<file path="src/rtl/mock_ram.sv">
// mock_ram: byte-wide 256-entry responder RAM on the CPU memory bus.
// CPU accesses are qualified by a rising edge of the shared slave clock clk_in,
// detected in the clk_qzt domain. A loader port streams a program image into
// memory while the CPU bus is not serviced.
// Optional feature macro: MOCK_RAM_CLEAR_EN -- zero-fills all of memory after reset.
module mock_ram #(
  parameter int unsigned DATA_W = 8,
  parameter int unsigned ADDR_W = 8
) (
  input  logic              clk_qzt,
  input  logic              reset,
  input  logic              en,
  input  logic              clk_in,
  input  logic [ADDR_W-1:0] addr,
  input  logic [DATA_W-1:0] wr_data,
  input  logic              write_en,
  output logic [DATA_W-1:0] rd_data,
  input  logic              ld_start,
  input  logic [ADDR_W-1:0] ld_addr,
  input  logic              ld_valid,
  input  logic [DATA_W-1:0] ld_byte,
  input  logic              ld_last,
  output logic              ld_ready,
  output logic              busy,
  output logic [ADDR_W-1:0] dbg_ptr
);

`ifdef MOCK_RAM_CLEAR_EN
  typedef enum logic [1:0] {ST_IDLE, ST_LOAD, ST_CLEAR} state_t;
  localparam state_t RESET_STATE = ST_CLEAR;
`else
  typedef enum logic [1:0] {ST_IDLE, ST_LOAD} state_t;
  localparam state_t RESET_STATE = ST_IDLE;
`endif

  localparam int unsigned DEPTH = 1 << ADDR_W;

  state_t              state;
  logic                clk_in_old;
  logic                step;
  logic [ADDR_W-1:0]   ptr;
  logic [DATA_W-1:0]   mem [DEPTH];

  logic                mem_we;
  logic [ADDR_W-1:0]   mem_wa;
  logic [DATA_W-1:0]   mem_wd;

  assign step     = en & clk_in & ~clk_in_old;
  assign ld_ready = (state == ST_LOAD);
  assign busy     = (state != ST_IDLE);
  assign dbg_ptr  = ptr;

  // Single memory write port: CPU write in IDLE, loader byte in LOAD, zero in CLEAR.
  // Reset masks every write so an aborted load/clear stops on the reset cycle.
  always_comb begin
    mem_we = 1'b0;
    mem_wa = addr;
    mem_wd = wr_data;
    if (!reset) begin
      case (state)
        ST_IDLE: begin
          // A step coinciding with ld_start is dropped entirely.
          if (!ld_start && step && write_en) begin
            mem_we = 1'b1;
          end
        end
        ST_LOAD: begin
          if (ld_valid) begin
            mem_we = 1'b1;
            mem_wa = ptr;
            mem_wd = ld_byte;
          end
        end
`ifdef MOCK_RAM_CLEAR_EN
        ST_CLEAR: begin
          mem_we = 1'b1;
          mem_wa = ptr;
          mem_wd = '0;
        end
`endif
        default: ;
      endcase
    end
  end

  // Storage array; contents are never touched by reset directly.
  always_ff @(posedge clk_qzt) begin
    if (mem_we) begin
      mem[mem_wa] <= mem_wd;
    end
  end

  // Control FSM: step edge tracking, read data register, load/clear pointer.
  always_ff @(posedge clk_qzt) begin
    if (reset) begin
      state      <= RESET_STATE;
      clk_in_old <= 1'b0;
      rd_data    <= '0;
      ptr        <= '0;
    end else begin
      clk_in_old <= clk_in;
      case (state)
        ST_IDLE: begin
          if (ld_start) begin
            state <= ST_LOAD;
            ptr   <= ld_addr;
          end else if (step) begin
            // Read-before-write: the old contents are returned on a write step.
            rd_data <= mem[addr];
          end
        end
        ST_LOAD: begin
          if (ld_valid) begin
            ptr <= ptr + ADDR_W'(1);
            if (ld_last) begin
              state <= ST_IDLE;
            end
          end
        end
`ifdef MOCK_RAM_CLEAR_EN
        ST_CLEAR: begin
          ptr <= ptr + ADDR_W'(1);
          if (ptr == '1) begin
            state <= ST_IDLE;
          end
        end
`endif
        default: state <= ST_IDLE;
      endcase
    end
  end

endmodule

</file>
<file path="config.mk">
export PLATFORM = sky130hd
export DESIGN_NAME = mock_ram
export DESIGN_NICKNAME = d
export VERILOG_FILES = /design/src/rtl/mock_ram.sv
export SDC_FILE = /design/constraint.sdc
export NUM_CORES = 2
export LEC_CHECK = 0
export ABC_AREA = 0
export CAP_MARGIN = 40
export CORE_MARGIN = 10
export CORE_UTILIZATION = 30
export DETAILED_ROUTE_END_ITERATION = 10
export PLACE_DENSITY_LB_ADDON = 0.05
export SLEW_MARGIN = 0
export SYNTH_ARGS = -nofsm -noshare
export SYNTH_HDL_FRONTEND = slang
export SYNTH_SLANG_ARGS = --single-unit
</file>
<file path="constraint.sdc">
create_clock -name clk_qzt -period 5 [get_ports clk_qzt]
set_clock_uncertainty 0.15 [all_clocks]
set_input_delay 1 -clock clk_qzt [delete_from_list [all_inputs] [get_ports clk_qzt]]
set_output_delay 1 -clock clk_qzt [all_outputs]
set_load 0.05 [all_outputs]
</file>
==> results by group <==
Status
  – Outcome: complete, no violations

CTS
  – H-Tree Depth: 4
  – Worst-Skew Late Latency: 910 ps
  – Longest Clk Path Bufs: 4
  – Post-CTS Hold Buffers: 0
  – Clock sink total: 2066
  – Post-CTS setup buffers: 0
  – Total CTS buffers: 239
  – Clock transition at path regs: 60 ps
  – Clock root buffer master: clkbuf_16
  – Post-cts repair resize count: 0
  – CTS tree: built

Power
  – Psw: 8.58 mW
  – Int Pwr: 29.2 mW
  – Combinational Power Share: 0.059
  – Part of the power in registers: 0.507
  – Maximum vdd drop: 0.276 mV
  – Pwr/cell area: 390 nW/um2
  – Total leakage power: 31.3 nW
  – Switching Fraction: 0.227
  – Clk pwr share: 0.434
  – Pwr Total: 37.8 mW

Routing
  – Final wirelength: 280 mm
  – DRT antenna net count: 0
  – DRC Markers: 0
  – DRT iter0 DRCs: 3630
  – Drt pass-1 iters: 7
  – Drt wl/cell: 33.2 um
  – Via count: 42800
  – Via-to-Cell Ratio: 5.09

Synthesis
  – Post-synthesis area per instance: 20.0 um2
  – EDFF count, synth: 2048
  – Post-synthesis cell area: 81100 um2
  – Synth cell types: 67
  – Post-synthesis sequential area ratio: 0.762
  – Synth Net Count: 4091
  – Yosys reg bits: 2066
  – Dominant synthesized flop cell: edfxtp_1
  – Syn Inst Count: 4050
  – Ys Warns: 0
  – FFs w/ async S/R, synth: 0

Worst setup path
  – Worst reg2reg path depth: 10
  – Critical path type: input pin to flop
  – Critical-path cell list: buf_8 > mux4_1 > nand2_1 > a21oi_1 > a2111oi_0 > buf_4 > a311o_1 > nor4_1 > buf_2 > buf_12 > a211o_1
  – Slowest stage delay, CP: 750 ps
  – Slowest cell on the critical path: mux4_1
  – CP startpoint kind: input pin
  – Critical Path AT: 4550 ps
  – Worst-path maximum fanout: 33
  – Crit end category: flop
  – Crit path required time: 5620 ps

Cells and area
  – FILL cells: 25000
  – Most frequent cells in the layout: 2048 x edfxtp_1, 494 x buf_4, 353 x mux4_2
  – Most common cell after layout, fill and taps aside: edfxtp_1
  – Fin area: 97100 um2
  – Layout Nets: 4713
  – Share of cells above drive strength 1: 0.264
  – P&R area growth vs syn: 19.7%

Floorplanning
  – Core area: 269000 um2
  – Ports: 58
  – Die ar.: 292000 um2
  – Die width: 540 um
  – Vert. Die Dim: 540 um
  – Row Count: 190
  – Initial Utilization: 0.302

STA
  – Worst-Margin Slew: 1010 ps
  – Tmin final: 3930 ps
  – Final Hold Fails: 0
  – Setup TNS: 0 ps
  – Hold slack: 475 ps
  – Final Max Slew Viols: 0
  – Fin crit share: 0.785
  – Setup violators final: 0
  – Unrepaired setup endpoints after global routing: no
  – Fmax: 255 MHz
  – Headroom to the max-slew limit: 0.329

Place
  – GP Congestion: 0.757
  – Placed instance area: 89900 um2
  – PortBufs: 57
  – Post-DP HPWL: 184 mm

Global routing
  – Total track usage: 0.186
  – Overflow after GRT: 0
  – Initial antenna violation count: 22
  – First-pass GRT wire length: 384 mm
  – Vias in the first global route: 44200
  – Pin count of the biggest net entering global routing: 105

Worst hold path
  – HP Class: flop to flop
  – Worst Hold Path Cells: 2

Job
  – Max-cap viol count: 0
per-layer routing:
layer	vias to the layer above	track usage	part of all wire
li1	18100	-	-
met5	-	0	0
met1	23300	0.262	0.45
met4	0	0.0365	0.020
met3	314	0.0253	0.045
met2	1079	0.310	0.49
path summary, 6_finish.rpt:
check,slack [ps],endpoint,start
min,480,dbg_ptr[0]$_SDFFE_PP0P_,dbg_ptr[0]$_SDFFE_PP0P_
max,1070,rd_data[2]$_SDFFE_PP0P_,addr[0]
max reg2reg,1450,mem[167][3]$_DFFE_PP_,state[0]$_SDFFE_PP0P_
min reg2reg,480,dbg_ptr[0]$_SDFFE_PP0P_,dbg_ptr[0]$_SDFFE_PP0P_
cells by family after synthesis:
| family | after synthesis | share of synthesized area |
|---|---|---|
| buffers and inverters | 248 | 0.0207 |
| and+or+nand+nor | 620 | 0.0335 |
| DFF | 2066 | 0.762 |
| muxes | 685 | 0.147 |
| adders and majority gates | 1 | 0.000154 |
| AOI/OAI and AO/OA | 430 | 0.0367 |
worst max-delay path, delay by kind of cell:
| family | cells | cell delay (ps) |
|---|---|---|
| multiplexers | 1 | 750 |
| AO/OA/AOI/OAI | 4 | 1220 |
| AND/OR/NAND/NOR | 2 | 270 |
| buffers and inverters | 4 | 1100 |
metrics by stage:
step | setup slack (ps) | cells | util
2_1_floorplan | 629 | 4050 | -
3_3_place_gp | 22.4 | 7964 | 0.334
3_5_place_dp | 208 | 7983 | 0.335
4_1_cts | 1140 | 8411 | 0.361
5_1_grt | 1010 | 8414 | 0.361
6_report | 1070 | 8416 | 0.361
state kept, by name (all words and copies together), names as in the netlist:
register,flops
mem,2048
clk_in_old,1
rd_data,8
dbg_ptr,8
state,1
power groups by stage:
stage	clock [mW]	sequential [mW]	combinational, mW
final	16.4	19.2	2.25
after global routing	17.5	19.2	2.38
after CTS	16.9	19.2	2.32
after detailed placement	0	19.5	2.32
after global placement	0	19.5	2.30
after floorplan	0	19.6	1.10
synth_stat cells, types with 8 or more instances:
cell type,number,area [um2]
mux2i_1,282,2820
nand2_1,142,533
a211oi_1,46,345
mux2_2,13,146
edfxtp_1,2048,61500
nand3b_1,12,90.1
buf_8,16,240
mux4_2,353,7950
dfxtp_1,18,360
nand3_1,60,300
buf_2,60,300
nor3_1,35,175
buf_1,12,45.0
buf_6,42,473
a31oi_1,11,68.8
a221oi_1,8,70.1
a21oi_1,56,280
a2111oi_0,11,96.3
a22oi_1,53,398
o221ai_1,50,438
buf_4,20,150
nand2b_1,9,56.3
mux4_1,37,972
nand4_1,10,62.6
nor4_1,12,75.1
o21ai_0,45,225
clkbuf_1,85,319
o22ai_1,97,607
nor2_1,298,1120
cell type report:
type / count / area, um2 / share of cell area
Sequential cell: 2066 / 61900 / 0.637
Inverter: 5 / 23.8 / 0.000245
Antenna cell: 5 / 12.5 / 0.000129
Timing Repair Buffer: 624 / 5690 / 0.0586
Clock inverter: 117 / 851 / 0.00876
Clock buffer: 311 / 6310 / 0.0650
Tap cell: 3552 / 4440 / 0.0458
Multi-Input combinational cell: 1736 / 17900 / 0.184
Note: power is estimated with default switching activity, not from simulation.
